$ cat src/rtl/piso_shift_tx.sv
// piso_shift_tx: parallel-in, serial-out shift transmitter.
//
// A WIDTH-bit word is accepted through a valid/ready handshake. It is then
// presented one bit per cycle on sout, and the next bit is selected on every
// clock edge where shift_en is high. Bit order is LSB-first by default and
// MSB-first when MSB_FIRST=1. A new word may be accepted on the same edge
// that consumes the final bit, so the stream has no gap between words.
//
// Ports:
//   clk        - single clock; all state updates on posedge
//   rst_n      - asynchronous active-low reset
//   din        - parallel word, sampled only on accept
//   load_valid - din is valid for loading
//   load_ready - a word can be accepted this cycle (combinational)
//   shift_en   - advance to the next bit at this edge (stall when low)
//   sout       - current serial bit (0 when idle)
//   sout_valid - sout carries a data bit
//   last       - sout is the final bit of the current word
//   busy       - a word is in flight
//   done       - one-cycle pulse after the final bit has been consumed

module piso_shift_tx #(
  parameter int WIDTH     = 4,
  parameter bit MSB_FIRST = 1'b0
) (
  input  logic             clk,
  input  logic             rst_n,
  input  logic [WIDTH-1:0] din,
  input  logic             load_valid,
  output logic             load_ready,
  input  logic             shift_en,
  output logic             sout,
  output logic             sout_valid,
  output logic             last,
  output logic             busy,
  output logic             done
);

  localparam int CW = (WIDTH > 1) ? $clog2(WIDTH) : 1;
  localparam logic [CW-1:0] LAST_CNT = CW'(WIDTH - 1);

  typedef enum logic {
    IDLE  = 1'b0,
    SHIFT = 1'b1
  } state_t;

  state_t           state;
  state_t           next_state;
  logic [WIDTH-1:0] shreg;
  logic [CW-1:0]    count;
  logic [CW-1:0]    bit_idx;
  logic             at_last;
  logic             word_end;
  logic             accept;

  // The ready term for the final bit lets a new word slip in on the very
  // edge that retires the old one, which is what removes the idle gap.
  assign at_last    = (state == SHIFT) && (count == LAST_CNT);
  assign word_end   = at_last && shift_en;
  assign load_ready = (state == IDLE) || word_end;
  assign accept     = load_valid && load_ready;

  // State register.
  always_ff @(posedge clk or negedge rst_n) begin
    if (!rst_n) begin
      state <= IDLE;
    end else begin
      state <= next_state;
    end
  end

  // Next-state logic. Leaving SHIFT happens only when the final bit is
  // consumed and no replacement word arrives on that same edge.
  always_comb begin
    next_state = state;
    case (state)
      IDLE: begin
        if (accept) next_state = SHIFT;
      end
      SHIFT: begin
        if (word_end && !accept) next_state = IDLE;
      end
      default: next_state = IDLE;
    endcase
  end

  // Datapath: the word is held unshifted and the counter selects the bit,
  // so a stall simply freezes the counter. The done pulse is registered from
  // the final-bit condition so it lands in the cycle after that bit.
  always_ff @(posedge clk or negedge rst_n) begin
    if (!rst_n) begin
      shreg <= '0;
      count <= '0;
      done  <= 1'b0;
    end else begin
      done <= word_end;
      if (accept) begin
        shreg <= din;
        count <= '0;
      end else if (word_end) begin
        count <= '0;
      end else if ((state == SHIFT) && shift_en) begin
        count <= count + 1'b1;
      end
    end
  end

  // Output decode. Everything here comes from registered state only, so
  // there is no combinational path from din to sout.
  always_comb begin
    bit_idx    = MSB_FIRST ? (LAST_CNT - count) : count;
    busy       = (state == SHIFT);
    sout_valid = (state == SHIFT);
    last       = at_last;
    sout       = (state == SHIFT) ? shreg[bit_idx] : 1'b0;
  end

endmodule
$ cat config.mk
export PLATFORM = sky130hd
export DESIGN_NAME = piso_shift_tx
export DESIGN_NICKNAME = d
export VERILOG_FILES = /design/src/rtl/piso_shift_tx.sv
export SDC_FILE = /design/constraint.sdc
export NUM_CORES = 1
export LEC_CHECK = 0
export ABC_AREA = 1
export BUFFER_PORTS_ARGS = -buffer_cell sky130_fd_sc_hd__buf_2
export CAP_MARGIN = 20
export CORE_AREA = 4 4 41 43
export CTS_BUF_LIST = sky130_fd_sc_hd__clkbuf_8
export CTS_CLUSTER_DIAMETER = 120
export DETAILED_ROUTE_END_ITERATION = 10
export DIE_AREA = 0 0 45 47
export SYNTH_ARGS = -nofsm -noshare
export SYNTH_HDL_FRONTEND = slang
export SYNTH_SLANG_ARGS = --single-unit
$ cat constraint.sdc
create_clock -name clk -period 1.7 [get_ports clk]
set_input_delay 0.085 -clock clk [delete_from_list [all_inputs] [get_ports clk]]
set_output_delay 0.085 -clock clk [all_outputs]
set_load 0.1 [all_outputs]
== After elaboration in Yosys (flattened, before gate mapping) ==
Index checks and enable logic that the tools add are counted.

* Bits of input ports: 8
* Logic and storage cells: 25
* Register bits: 8
* Output and inout bits: 6

* Reduce and logical (&&, ||, !) cells: 8
* Order comparisons: 1
* Muxes and demuxes: 9
* Eq/ne operators: 1
* $add $sub $neg: 1
* Bitwise gates (word level): 1

{| class="wikitable"
|+ Operator list
! cell !! number
|-
| 2-to-1 mux 2 bit || 3
|-
| logical AND 1 bit || 5
|-
| 2-to-1 mux 1 bit || 4
|-
| < comparator 2 x 3 -> 1 bit (second input constant) || 1
|-
| nonzero test 3 bit || 1
|-
| adder 2 x 1 -> 2 bit (second input constant) || 1
|-
| binary-select mux 1 bit (select 2 bit) || 1
|-
| equality test 2 bit (second input constant) || 1
|-
| case mux 1 bit (2 select lines) || 1
|-
| logical NOT 1 bit || 1
|-
| logical OR 1 bit || 1
|-
| inverter 1 bit || 1
|}

== Longest topological paths before layout ==
Gate-level depths: netlist of run 1.

* Depth after elaboration: 9
* Gate-level depth with buffers: 6
* Mapped depth without buffers: 6

== Worst setup path after synthesis of run 1 ==
No wires, ideal clock.

* Path type: register -> output
* Start point: reg state, in the netlist busy
* End point: out sout
* Arrival time: 2692 ps
* Required time: 1615 ps
* Slack: -1077 ps
* Path buffers: 0
* Cell stages (with the launch flop): 3
* Cell sequence: dfrtp_1 > inv_1 > a21oi_1

* Cells in the longest elaborated chain, start to end: 1

{| class="wikitable"
|+ Ends and longest elaborated chain
! item !! RTL line !! text
|-
| start: declaration || 47 || <nowiki>state_t state;</nowiki>
|-
| start signal: assignment || 68 || <nowiki>state <= next_state;</nowiki>
|-
| 2-to-1 mux 1 bit || 115 || <nowiki>sout = (state == SHIFT) ? shreg[bit_idx] : 1'b0;</nowiki>
|-
| end: declaration || 32 || <nowiki>output logic sout,</nowiki>
|}

No other way between the ends.

== Worst setup path in the final report of run 1 ==
* Start point: reg count[0], in the netlist bit_idx[0]
* End point: out load_ready

* Cells in the longest elaborated chain, start to end: 4

{| class="wikitable"
|+ Ends and longest elaborated chain
! item !! RTL line !! text
|-
| start: declaration || 50 || <nowiki>logic [CW-1:0] count;</nowiki>
|-
| start signal: assignment || 103 || <nowiki>count <= count + 1'b1;</nowiki>
|-
| equality test 2 bit || 58 || <nowiki>assign at_last = (state == SHIFT) && (count == LAST_CNT);</nowiki>
|-
| logical AND 1 bit || 58 ||
|-
| logical AND 1 bit || 59 || <nowiki>assign word_end = at_last && shift_en;</nowiki>
|-
| logical OR 1 bit || 60 || <nowiki>assign load_ready = (state == IDLE) || word_end;</nowiki>
|-
| end: declaration || 30 || <nowiki>output logic load_ready,</nowiki>
|}

No other way between the ends.

==> results of run 1 <==
## registers in the layout, indices dropped and copies added (netlist names)
name and count:
shreg 4, bit_idx 2, busy 1, done 1
## worst max path at each step
stage	startpoint	endpoint	slack [ns]	cells after the start
floorplan	busy	bit_idx[1]	0.01	5
global placement	bit_idx[0]	load_ready	0.38	4
detailed placement	bit_idx[0]	load_ready	0.34	4
CTS	bit_idx[0]	load_ready	0.09	4
global route	bit_idx[0]	load_ready	0.004	4
finish	bit_idx[0]	load_ready	0.10	4
## area by class of cell
cell class	instances	share of cell area (%)
Tap cell	15	3.304
Timing Repair Buffer	14	13.22
Clock inverter	1	0.6608
Multi-Input combinational cell	37	33.48
Sequential cell	8	35.46
Clock buffer	3	7.269
Inverter	10	6.608
## metrics by stage
| stage | util (%) | cells |
|---|---|---|
| 5_1_grt | 43.65 | 88 |
| 4_1_cts | 43.65 | 88 |
| 2_1_floorplan | - | 56 |
| 6_report | 43.65 | 88 |
| 3_3_place_gp | 39.42 | 83 |
| 3_5_place_dp | 39.42 | 83 |
## synthesized netlist by cell type
cell type  count  share of area (%)
nand2_1       24                 21
a21boi_1       1                1.8
nand2_4        1                2.7
nand3_2        1                2.4
nor2_2         1                1.5
a21oi_1        3                3.5
nand3_1        4                4.7
buf_4          1                1.8
inv_1         10                8.9
nand2_2        1                1.5
dfrtp_1        8                 47
ha_1           1                2.9
## metal layers
metal  wire [um]  share of wire [%]
met5           0                  0
met4           0                  0
met3          43                5.2
met2         397                 48
met1         391                 47
## logic make-up (layout without fill, tap and decap cells)
logic type,after synthesis,count (layout)
AOI/OAI and AO/OA,4,4
adders and majority gates,1,1
buffers and inverters,11,28
DFF,8,8
and+or+nand+nor,32,32
## worst register-to-register path, cell delays in order (launching register included)
cell and delay, ns:
dfrtp_1 0.39, ha_1 0.23, nand3_2 0.12, nand2_2 0.11
nand2_4 0.07, nand2_1 0.06, nand2_1 0.04
==> results_dict.tcl, run 1 <==
set metrics [dict create \
    drt_pass1_iterations 3 \
    met2_usage_pct 16.10 \
    clk_pin_slew_worst_paths_ns 0.04 \
    r2r_end "bit_idx[1]" \
    synthCells 56 \
    cts_made_buffers 3 \
    drive_above_1_share_pct 30.14 \
    postCtsHoldBufs 1 \
    grt_use_total_pct 10.05 \
    path_cells "ha_1 -> nand3_2 -> nand2_2 -> buf_2" \
    fillers 144 \
    tightest_slew_ns 0.4858 \
    grtUsageMet1_pct 11.92 \
    vias 370 \
    final_cell_area_sq_um 568.0 \
    synth_warnings 0 \
    final-setup-viol-count 0 \
    startpoint_type "flip-flop" \
    register_area_sq_um 201.4 \
    multi_input_area_sq_um 190.2 \
    ys_types 12 \
    synth_mux_area_share_pct 0 \
    min_path_type "in2reg" \
    die_width_um 45 \
    die_area_sq_um 2115 \
    rows 13 \
    path_buf_inv 1 \
    yosysSeqAreaShare_pct 47.20 \
    postRouteAntennaNets 0 \
    placed_cell_area_sq_um 513.0 \
    layout_common_cells "nand2_1, buf_2, inv_1" \
    start_util_pct 32.60 \
    dpl.hpwl_um 645.9 \
    worst_slack_ns 0.1042 \
    fin_crit_ns 1.596 \
    slew_viol_final 0 \
    synth_simple_gate_area_share_pct 33.92 \
    place.gp.congestion 0.6696 \
    antenna_cells 0 \
    cts_resized 0 \
    routed_wl_um 833 \
    synthXorXnorAreaFrac_pct 0 \
    cts_tree "done" \
    hold_path.startpoint "din[0]" \
    grt_use_met3_pct 2.299 \
    grt_pass1_vias 388 \
    postCtsSetupBuffers 0 \
    skew_ns 0.004166 \
    cts_max_level 1 \
    ios 14 \
    max_freq_mhz 626.6 \
    tns_ns 0 \
    drc 0 \
    postSynthAreaPerCell_sq_um 7.574 \
    syn-num-nets 65 \
    hold_ws_ns 0.05370 \
    min_period_over_period_pct 93.87 \
    grt_busiest_layer "met2" \
    required_ns 1.62 \
    insertion_delay_ns 0.23 \
    critPathMaxFanout 5 \
    clock-sinks 8 \
    layout_commonest_cell "nand2_1" \
    syn-cell-area_sq_um 424.2 \
    via_per_inst 4.205 \
    hold_violations 0 \
    hold_end "shreg[0]" \
    regToRegSetupSlack_ns 0.56 \
    drv_cap 0 \
    io_buffers 13 \
    die_y_um 47 \
    r2r-start "bit_idx[0]" \
    clockBufferDepth 2 \
    grt_pass1_wl_mm 1.531 \
    critPathMaxStageDelay_ns 0.43 \
    synthAdderAreaFrac_pct 2.950 \
    status "finished clean" \
    final_net_count 83 \
    root_buffer "clkbuf_8" \
    max_slew_margin_pct 67.84 \
    grt_max_degree 9 \
    cp_top_family "buffers and inverters" \
    holdPathStages 3 \
    place_ws_ns 0.3428 \
    cpMaxStageDelayCell "buf_2" \
    avgRoutedWirePerCell_um 9.466 \
    core_area_sq_um 1301 \
    synth_top_family_by_area "simple AND/OR/NAND/NOR gates" \
    synth-compound-area-share_pct 5.310 \
    worstSetupPathType "reg2out" \
    area_growth_pct 33.92 \
    antenna_found_initial 0 \
    rsz0062_at_grt "false" \
    overflow 0 \
    worst_setup_path_end_kind "primary output" \
    arrival_ns 1.51 \
    r2r_cells 6 \
    drt-initial-drc-count 7 \
    synth_seq_cells 8 \
]
Power of run 1 is left out: the tool's default activity adds up to more than one toggle a clock period on the data nets, which glitch-free logic cannot reach.
==> inputs of run 2 (changes only) <==
--- a/config.mk
+++ b/config.mk
@@ -13,6 +13,7 @@
 export CTS_CLUSTER_DIAMETER = 120
 export DETAILED_ROUTE_END_ITERATION = 10
 export DIE_AREA = 0 0 45 47
+export MAX_ROUTING_LAYER = met4
 export SYNTH_ARGS = -nofsm -noshare
 export SYNTH_HDL_FRONTEND = slang
 export SYNTH_SLANG_ARGS = --single-unit
==> constraint.sdc (replaced) <==
create_clock -name clk -period 1.9 [get_ports clk]
set_input_delay 0.095 -clock clk [delete_from_list [all_inputs] [get_ports clk]]
set_output_delay 0.095 -clock clk [all_outputs]
set_load 0.1 [all_outputs]
==> results_dict.tcl, run 2 (synthesized netlist as in run 1, its figures left out) <==
set metrics [dict create \
    routed_wl_um 814 \
    wl_met1_um 418 \
    status "finished clean" \
    worst_setup_path_end_kind "primary output" \
    antenna_found_initial 0 \
    root_buffer "clkbuf_8" \
    final-setup-viol-count 0 \
    drv_cap 0 \
    core_area_sq_um 1301 \
    grt_pass1_wl_mm 1.518 \
    die_y_um 47 \
    largest_reg_flops 4 \
    place.gp.congestion 0.6751 \
    ios 14 \
    layout_common_cells "nand2_1, buf_2, inv_1" \
    antenna_cells 0 \
    wl_met2_um 343 \
    start_util_pct 32.60 \
    slew_viol_final 0 \
    avgRoutedWirePerCell_um 9.250 \
    tns_ns 0 \
    skew_ns 0.004086 \
    fin_util_pct 43.65 \
    met3_length_um 33 \
    drt-initial-drc-count 2 \
    final_net_count 83 \
    grt_use_total_pct 10.30 \
    insertion_delay_ns 0.23 \
    io_buffers 13 \
    max_slew_margin_pct 67.83 \
    cts_tree "done" \
    fin_crit_ns 1.600 \
    critPathMaxFanout 5 \
    rsz0062_at_grt "false" \
    cts_resized 0 \
    top_register "shreg" \
    startpoint_type "flip-flop" \
    clock-sinks 8 \
    required_ns 1.80 \
    clockBufferDepth 2 \
    min_path_type "in2reg" \
    tightest_slew_ns 0.4859 \
    area_growth_pct 33.92 \
    overflow 0 \
    drt_pass1_iterations 2 \
    cts_max_level 1 \
    die_width_um 45 \
    rows 13 \
    layout_commonest_cell "nand2_1" \
    postRouteAntennaNets 0 \
    min_period_over_period_pct 84.23 \
    grt_max_degree 9 \
    grt_pass1_vias 371 \
    postCtsSetupBuffers 0 \
    worstSetupPathType "reg2out" \
    via_per_inst 4.318 \
    dpl.hpwl_um 661.5 \
    vias 380 \
    max_freq_mhz 624.9 \
    arrival_ns 1.51 \
    drc 0 \
    die_area_sq_um 2115 \
    hold_violations 0 \
    drive_above_1_share_pct 30.14 \
    highest_layer "met4" \
    clk_pin_slew_worst_paths_ns 0.04 \
    cts_made_buffers 3 \
]
## run 2: final timing paths
path	slack, ns	to	cells past startpoint	from
hold / removal	0.06	shreg[3]	3	din[3]
setup / recovery	0.30	load_ready	4	bit_idx[0]
max in group asynchronous	1.49	busy	2	rst_n
min in group asynchronous	0.23	shreg[0]	2	rst_n
hold reg to reg	0.47	shreg[2]	2	shreg[2]
setup reg to reg	0.77	bit_idx[1]	6	bit_idx[0]
## run 2: critical path, cell delays in order, from the launching register on
cell and delay [ns]:
dfrtp_1 0.39, ha_1 0.22, nand3_2 0.12, nand2_2 0.11, buf_2 0.43
## run 2: repair_timing
action                                 4_1_cts  5_1_grt
hold buffers                                 1        0
endpoints found under the hold margin        8        0
setup endpoints to repair                    0        0
## run 2: area by class of cell
type	instances	area, sq um
Fill cell	150	733.2
Sequential cell	8	201.4
Multi-Input combinational cell	37	190.2
Timing Repair Buffer	14	75.07
Clock buffer	3	41.29
Inverter	10	37.54
Tap cell	15	18.77
Clock inverter	1	3.754
## run 2: stage by stage
step                      hold WS [ns]  std cells  setup WS [ns]  cell area [sq um]
after global routing           0.07832         88         0.1945              568.0
after detailed placement      -0.05414         83         0.5339              513.0
after floorplan                -0.2006         56         0.2127              436.7
after CTS                      0.06023         88         0.2842              568.0
final                          0.06408         88         0.2996              568.0
after global placement        -0.05424         83         0.5673              513.0
## run 2: metal layers
layer  vias up  global-route usage (%)
met4         0                   5.263
met1       167                   13.08
met5         -                       -
li1        202                       -
met3         2                   2.299
met2         9                   15.25
Power of run 2 is left out for the same reason.
